$ cat src/rtl/lc3_mmio_pkg.sv
// Shared definitions for the LC-3 memory responder: MMIO register addresses
// and the display port state type.
package lc3_mmio_pkg;

   localparam logic [15:0] KBSR_ADDR = 16'hFE00;
   localparam logic [15:0] KBDR_ADDR = 16'hFE02;
   localparam logic [15:0] DSR_ADDR  = 16'hFE04;
   localparam logic [15:0] DDR_ADDR  = 16'hFE06;

   typedef enum logic [1:0] {
      IDLE = 2'd0,
      SEND = 2'd1,
      HOLD = 2'd2
   } disp_state_t;

endpackage

$ cat src/rtl/lc3_disp_port.sv
// Display side of the DDR register: latches a character, offers it on a
// valid/ready stream, then keeps DSR busy for DISP_DELAY cycles after acceptance.
module lc3_disp_port
   import lc3_mmio_pkg::*;
#(
   parameter int DISP_DELAY = 4
) (
   input  logic       clk,
   input  logic       reset_n,
   input  logic       ddr_we,
   input  logic [7:0] wdata,
   input  logic       disp_ready,
   output logic       disp_valid,
   output logic [7:0] disp_data,
   output logic       disp_rdy
);

   localparam logic [7:0] DELAY_M1 = 8'((DISP_DELAY > 0) ? DISP_DELAY - 1 : 0);

   disp_state_t state_q, state_d;
   logic [7:0]  cnt_q, cnt_d;
   logic [7:0]  data_q, data_d;
   logic        valid_q, valid_d;
   logic        rdy_q, rdy_d;

   always_comb begin
      state_d = state_q;
      cnt_d   = cnt_q;
      data_d  = data_q;
      valid_d = valid_q;
      rdy_d   = rdy_q;
      case (state_q)
         IDLE: begin
            if (ddr_we) begin
               data_d  = wdata;
               valid_d = 1'b1;
               rdy_d   = 1'b0;
               state_d = SEND;
            end
         end
         SEND: begin
            if (disp_ready) begin
               valid_d = 1'b0;
               if (DISP_DELAY == 0) begin
                  rdy_d   = 1'b1;
                  state_d = IDLE;
               end else begin
                  cnt_d   = DELAY_M1;
                  state_d = HOLD;
               end
            end
         end
         HOLD: begin
            // Counter starts at DISP_DELAY-1 so DSR is ready DISP_DELAY edges after the handshake.
            if (cnt_q == 8'd0) begin
               rdy_d   = 1'b1;
               state_d = IDLE;
            end else begin
               cnt_d = cnt_q - 8'd1;
            end
         end
         default: begin
            valid_d = 1'b0;
            rdy_d   = 1'b1;
            state_d = IDLE;
         end
      endcase
   end

   always_ff @(posedge clk or negedge reset_n) begin
      if (!reset_n) begin
         state_q <= IDLE;
         cnt_q   <= 8'd0;
         data_q  <= 8'h00;
         valid_q <= 1'b0;
         rdy_q   <= 1'b1;
      end else begin
         state_q <= state_d;
         cnt_q   <= cnt_d;
         data_q  <= data_d;
         valid_q <= valid_d;
         rdy_q   <= rdy_d;
      end
   end

   assign disp_valid = valid_q;
   assign disp_data  = data_q;
   assign disp_rdy   = rdy_q;

endmodule

$ cat src/rtl/lc3_mem_responder.sv
// Memory-side responder for the LC-3 core: word RAM plus KBSR/KBDR/DSR/DDR,
// with the keyboard and display registers bridged to valid/ready byte streams.
module lc3_mem_responder
   import lc3_mmio_pkg::*;
#(
   parameter int ADDR_W     = 8,
   parameter int DISP_DELAY = 4
) (
   input  logic        clk,
   input  logic        reset_n,
   input  logic [15:0] mar,
   input  logic [15:0] mdr,
   input  logic        memwe,
   output logic [15:0] memOut,
   input  logic [7:0]  kb_data,
   input  logic        kb_valid,
   output logic        kb_ready,
   output logic [7:0]  disp_data,
   output logic        disp_valid,
   input  logic        disp_ready
);

   localparam int DEPTH = 1 << ADDR_W;

   logic [15:0] mem [DEPTH];

   logic        ram_hit, kbsr_hit, kbdr_hit, dsr_hit, ddr_hit;
   logic        kb_rd_evt;
   logic        disp_rdy;
   logic        kb_rdy_q, kb_rdy_d;
   logic        kb_ie_q, kb_ie_d;
   logic [7:0]  kb_char_q, kb_char_d;
   logic [15:0] mar_prev_q, mar_prev_d;

   assign ram_hit  = (mar[15:ADDR_W] == '0);
   assign kbsr_hit = (mar == KBSR_ADDR);
   assign kbdr_hit = (mar == KBDR_ADDR);
   assign dsr_hit  = (mar == DSR_ADDR);
   assign ddr_hit  = (mar == DDR_ADDR);

   // RAM is deliberately left without reset; contents are undefined until written.
   always_ff @(posedge clk) begin
      if (memwe && ram_hit) begin
         mem[mar[ADDR_W-1:0]] <= mdr;
      end
   end

   // A KBDR read is the first cycle mar lands on KBDR, so a held mar consumes only once.
   assign kb_rd_evt = kbdr_hit && (mar_prev_q != mar);
   assign kb_ready  = !kb_rdy_q;

   always_comb begin
      kb_rdy_d   = kb_rdy_q;
      kb_char_d  = kb_char_q;
      kb_ie_d    = kb_ie_q;
      mar_prev_d = mar;
      if (kb_valid && kb_ready) begin
         kb_char_d = kb_data;
         kb_rdy_d  = 1'b1;
      end else if (kb_rd_evt) begin
         kb_rdy_d = 1'b0;
      end
      if (memwe && kbsr_hit) begin
         kb_ie_d = mdr[14];
      end
   end

   always_ff @(posedge clk or negedge reset_n) begin
      if (!reset_n) begin
         kb_rdy_q   <= 1'b0;
         kb_ie_q    <= 1'b0;
         kb_char_q  <= 8'h00;
         mar_prev_q <= 16'h0000;
      end else begin
         kb_rdy_q   <= kb_rdy_d;
         kb_ie_q    <= kb_ie_d;
         kb_char_q  <= kb_char_d;
         mar_prev_q <= mar_prev_d;
      end
   end

   lc3_disp_port #(
      .DISP_DELAY (DISP_DELAY)
   ) u_disp_port (
      .clk        (clk),
      .reset_n    (reset_n),
      .ddr_we     (memwe && ddr_hit),
      .wdata      (mdr[7:0]),
      .disp_ready (disp_ready),
      .disp_valid (disp_valid),
      .disp_data  (disp_data),
      .disp_rdy   (disp_rdy)
   );

   always_comb begin
      memOut = 16'h0000;
      if (ram_hit) begin
         memOut = mem[mar[ADDR_W-1:0]];
      end else if (kbsr_hit) begin
         memOut = {kb_rdy_q, kb_ie_q, 14'b0};
      end else if (kbdr_hit) begin
         memOut = {8'h00, kb_char_q};
      end else if (dsr_hit) begin
         memOut = {disp_rdy, 15'b0};
      end else if (ddr_hit) begin
         memOut = {8'h00, disp_data};
      end
   end

endmodule

$ cat config.mk
export PLATFORM = sky130hd
export DESIGN_NAME = lc3_mem_responder
export DESIGN_NICKNAME = d
export VERILOG_FILES = /design/src/rtl/lc3_mmio_pkg.sv /design/src/rtl/lc3_disp_port.sv /design/src/rtl/lc3_mem_responder.sv
export SDC_FILE = /design/constraint.sdc
export NUM_CORES = 2
export LEC_CHECK = 0
export BUFFER_PORTS_ARGS = -buffer_cell sky130_fd_sc_hd__buf_2
export CORE_AREA = 2 2 733 735
export DETAILED_ROUTE_END_ITERATION = 10
export DIE_AREA = 0 0 735 737
export PLACE_DENSITY = 0.42
export SKIP_LAST_GASP = 1
export SLEW_MARGIN = 20
export SYNTH_ARGS = -nofsm -noshare
export SYNTH_HDL_FRONTEND = slang
export SYNTH_SLANG_ARGS = --single-unit
$ cat constraint.sdc
create_clock -name clk -period 3.2 [get_ports clk]
set_clock_uncertainty 0.1 [all_clocks]
set_input_delay 0.16 -clock clk [delete_from_list [all_inputs] [get_ports clk]]
set_output_delay 0.16 -clock clk [all_outputs]
set_load 0.005 [all_outputs]
# Word-level counts from Yosys, hierarchy flattened
# Memory sizes are Yosys's and may differ from the RTL's.
# Cells that the tools add are included.
op_classes:
  n_addsub: 1
  muxes: 22
  eq_ne: 11
  n_reduce_logical: 16
  bitwise: 2
ops:
  columns: ["op", "n"]
  rows:
  - ["16-bit == test (second input constant)", 4]
  - ["16-bit two-way mux", 4]
  - ["8-bit two-way mux", 3]
  - ["8-bit zero test", 2]
  - ["16-bit inequality test", 1]
  - ["8-bit case mux with 2 select lines", 1]
  - ["3-bit AND reduction", 4]
  - ["1-bit two-way mux", 8]
  - ["8-bit by 1-bit subtractor with 8-bit output (second input constant)", 1]
  - ["2-bit two-way mux", 3]
  - ["1-bit case mux with 3 select lines", 2]
  - ["2-bit case mux with 3 select lines", 1]
  - ["1-bit logical AND", 5]
  - ["2-bit by 1-bit inequality test with 1-bit output (second input constant)", 2]
  - ["2-bit inequality test (second input constant)", 2]
  - ["2-bit nonzero test", 2]
  - ["2-bit by 1-bit == test with 1-bit output (second input constant)", 1]
  - ["2-bit == test (second input constant)", 1]
  - ["2-bit zero test", 1]
  - ["1-bit NOT", 2]
  - ["2-bit AND reduction", 1]
  - ["1-bit zero test", 1]
word_totals:
  elab_cells: 62
  output_inout_bits: 26
  ram_bits: 4096
  n_memories: 1
  ff_bits: 46
memory_table:
  columns: ["name", "depth", "width", "read_ports", "rd_clocked_by_memory_dff", "wr", "line", "text"]
  rows:
  - ["mem", 256, 16, 1, 0, 1, "lc3_mem_responder.sv:25", "logic [15:0] mem [DEPTH];"]

# Depth between registers and ports, before layout
depth:
  word_depth: 6
  ltp_mapped: 14
  ltp_nobuf: 8

# Modules after synthesis
# A second synthesis with hierarchy kept.
hier_totals:
  hier_cells: 7202
  area_unflattened_um2: 159548.0
by_module_without_submodules:
  columns: ["mod", "n_inst", "seq_area_each_um2", "cells_each", "area_per_inst_um2"]
  rows:
  - ["lc3_mem_responder", 1, 123648.6, 7118, 158567.1]
  - ["lc3_disp_port", 1, 501.7, 84, 980.9]

# Worst setup path before layout
# Ideal clock, no wire load.
synth_path:
  path_kind: "input to register"
  start: "in mar[1]"
  end: "mem mem[0][0] (enable)"
  path_slack_ps: -209
  n_path_buf: 6
  stages: 9
  required_ps: 2691
  arrival_ps: 2900
  path_cell_list: "buf_4 buf_6 buf_4 buf_6 buf_6 buf_4 nor4b_1 nand3_1 nor3_1"
synth_lines:
  columns: ["element", "line", "text"]
  rows:
  - ["start, declared", "lc3_mem_responder.sv:11", "input logic [15:0] mar,"]
  - ["end, declared", "lc3_mem_responder.sv:25", null]
# No word-level cell before the write port.

# Final worst setup path
layout_path:
  start: "mem mem[183][14]"
  end: "out memOut[14]"
layout_between:
  elab_chain_len: 2
layout_rtl:
  columns: ["element", "line", "text"]
  rows:
  - ["memory read 256 x 16 bit", null, null]
  - ["16-bit two-way mux", "lc3_mem_responder.sv:97", "if (ram_hit) begin"]
  - ["end, declared", "lc3_mem_responder.sv:14", "output logic [15:0] memOut,"]
# Every way passes these cells.

==> metrics.yaml <==
status:
  outcome: "finished with violations"
  violations: "negative setup slack"
layout:
  drive_above_1_share: 0.359
  fin_util: 0.370
  area_growth_pct: 23.8
  fill_cells: 48729
  final_area_um2: 198000
  nets: 8748
route:
  routed_wl_um: 517000
  routedWlPerCell_um: 32.1
  vias_per_cell: 5.04
  via_count: 81257
  postRouteAntennaNets: 0
  drc: 0
  dr.pass1.iters: 7
  first_iter_violations: 8363
sta:
  rsz0062_at_grt: "true"
  fin_crit_sh: 1.39
  setup_viol: 16
  setup_slack_ns: -1.23
  layout_min_cycle_time_ns: 4.43
  setup_tns_ns: -11.13
  worst_pin_slew_ns: 1.26
  max_clock_freq_mhz: 226
  hold_viol: 0
  drv_slew: 0
  whs_ns: 0.102
  slew_headroom: 0.157
flow_run:
  max_cap_viol_count: 0
setup_path:
  cp-endpoint: "memOut[14]"
  crit_start: "mem[183][14]"
  setup.worst_path.class: "flip-flop to primary output"
  regToRegStartpoint: "u_disp_port.cnt_q[0]"
  end_kind: "primary output"
  cp_common_cell: "buf_4"
  regToRegSetupSlack_ns: 0.71
  reg2reg_depth: 8
  cp_cell_sequence: "mux4_2, a22oi_2, a21oi_1, buf_4, a211o_4, a2111o_1, a211oi_4, buf_4, o21ai_4, buf_2"
  critical-path-max-stage-delay_ns: 0.53
  regToRegEndpoint: "u_disp_port.cnt_q[5]"
  critPathArrivalTime_ns: 4.17
  critical_path.slowest_cell: "a211oi_4"
  critPathMaxFanout: 1
  worst_ep_required_time_ns: 2.94
  crit_path_start_kind: "flip-flop"
placed_design:
  place_area_um2: 182000
  preCtsSetupSlack_ns: -1.49
  place_congestion: 0.805
  dp_hpwl_um: 334000
  place.port_buffers: 70
grt:
  grt_usage: 0.188
  grt_max_degree: 120
  grt_overflow: 0
  grt_pass1_wl_um: 713000
  grt_pass1_vias: 84517
  antenna_found_initial: 30
floorplan:
  start_util: 0.299
  coreArea_um2: 534000
  rows: 269
  dieArea_um2: 542000
  die_x_um: 735
  pin_count: 71
  die_y_um: 737
synthesis:
  yosys.area.top_type_share: 0.769
  netlist_instances: 7263
  yosysTopAreaCell: "edfxtp_1"
  yosysMostFrequentCell: "edfxtp_1"
  yosys-top-cells-area: "edfxtp_1 (77%), mux4_2 (13%), mux2i_1 (3.0%)"
  ys_seq_area_frac: 0.777
  synth_cell_types: 74
  syn-mean-instance-area_um2: 22.0
  synthArstFlopShare: 0.0111
  synth_seq_cells: 4142
  synthesis.area_um2: 160000
  synthFlopType: "edfxtp_1"
  ys_top_cells_by_count: "edfxtp_1 (4096), mux4_2 (952), mux2i_1 (475)"
  synthesis.nets: 7310
  yosys_warnings: 0
  synth_edf_count: 4096
pwr:
  power_density_nw_per_um2: 591
  peakVddDrop_mv: 0.463
  p_leak_nw: 63.6
hold_path:
  hold_depth: 2
  hold_class: "input port to flip-flop"
cts:
  htree_levels: 5
  tritoncts: "built"
  clk_latency_ns: 1.04
  cts.sinks: 4142
  root_buffer: "clkbuf_16"
  post_cts.repair.setup_buffers: 0
  clkTransAtPathRegs_ns: 0.07
  cts_buffer_depth: 4
  numCtsBuffers: 445
==> through the flow <==
step | instances | power, mW
after floorplan | 7263 | 63.5
after global placement | 15238 | 67.4
after detailed placement | 15238 | 67.5
after CTS | 16120 | 118
after global routing | 16116 | 120
final | 16124 | 117
==> timing repair <==
item	4_1_cts	5_1_grt
pin swaps	51	61
hold endpoints to repair	3851	0
hold buffers	79	0
setup endpoints to repair	16	16
gates cloned	0	0
gates resized for setup	152	95
==> logic make-up after synthesis <==
family / Yosys count / synth area share
multiplexers: 1455 / 0.166
AND/OR/NAND/NOR: 758 / 0.0216
adder cells (fa/ha/maj): 2 / 0.000157
buffers and inverters: 420 / 0.0151
AO/OA/AOI/OAI: 466 / 0.0196
XOR/XNOR: 20 / 0.00110
flip-flops: 4142 / 0.777
==> flip-flops by register name (all words and copies together) (netlist names), 2 cells and up <==
name,count
kb_char_q,8
mar_prev_q,16
mem,4096
u_disp_port.cnt_q,8
u_disp_port.disp_data,8
u_disp_port.state_q,2
==> layer usage <==
layer | routed length [um] | global-route usage | vias to the layer above
met2 | 251000 | 0.314 | 2259
met3 | 25300 | 0.0250 | 556
li1 | - | - | 33615
met5 | 55 | 0 | -
met1 | 230000 | 0.264 | 44817
met4 | 11500 | 0.0383 | 10
==> cell usage in the layout, fill, tap and decap left out, types with 12 or more instances in the layout <==
| cell | Yosys | final |
|---|---|---|
| buf_8 | 1 | 18 |
| nand2_1 | 118 | 114 |
| nand4_1 | 42 | 42 |
| a21oi_1 | 48 | 42 |
| nor4_1 | 40 | 22 |
| a221oi_1 | 22 | 20 |
| clkinv_2 | 0 | 76 |
| edfxtp_1 | 4096 | 4096 |
| nor2_4 | 2 | 18 |
| clkbuf_1 | 99 | 110 |
| xor2_1 | 18 | 18 |
| clkinv_16 | 0 | 12 |
| clkinv_1 | 0 | 110 |
| buf_4 | 82 | 856 |
| nor2b_1 | 29 | 23 |
| buf_6 | 39 | 19 |
| o21ai_1 | 6 | 13 |
| buf_2 | 162 | 41 |
| o21ai_0 | 79 | 59 |
| nor2_1 | 367 | 154 |
| nor3_1 | 27 | 18 |
| buf_12 | 1 | 385 |
| nand3_2 | 0 | 12 |
| dlygate4sd3_1 | 0 | 77 |
| a211oi_1 | 27 | 24 |
| clkbuf_16 | 0 | 446 |
| a22oi_1 | 76 | 71 |
| nor4_4 | 0 | 13 |
| nor2_2 | 0 | 197 |
| nand3_1 | 81 | 68 |
| bufinv_16 | 0 | 38 |
| dfrtp_1 | 45 | 45 |
| mux4_2 | 952 | 952 |
| mux2_2 | 20 | 20 |
| o22ai_1 | 108 | 100 |
| mux2i_1 | 475 | 463 |
==> where the power goes <==
group          internal, mW  switching, mW  total (mW)  leakage, nW
Clock                  28.7           21.8        50.5         6.88
Combinational          2.73           4.11        6.84         19.4
Sequential             59.6         0.0123        59.6         37.4
Total                  91.1           25.9         117         63.6
==> critical path, delay by kind of cell, from the launching register on <==
family,cells,cell delay (ns)
buffers and inverters,3,0.55
AO/OA/AOI/OAI,6,1.72
flip-flops,1,0.35
multiplexers,1,0.51
==> final cells by class <==
type	count	area, um^2	share of cell area
sequential	4142	124000	0.627
multi-input combinational	2701	35200	0.178
timing repair buffer	1397	15600	0.0789
clock buffer	557	11600	0.0585
tap	7046	8820	0.0445
clock inverter	257	2570	0.0130
inverter	14	56.3	0.000284
antenna	10	25.0	0.000126
==> worst min path at each step <==
| stage | startpoint | to |
|---|---|---|
| floorplan | reset_n | kb_char_q[0] |
| global placement | mar[12] | mar_prev_q[12] |
| detailed placement | mar[12] | mar_prev_q[12] |
| CTS | mdr[7] | mem[17][7] |
| global route | mdr[7] | mem[17][7] |
| finish | mdr[2] | mem[219][2] |
No activity file was read; power rests on OpenSTA's default activity.
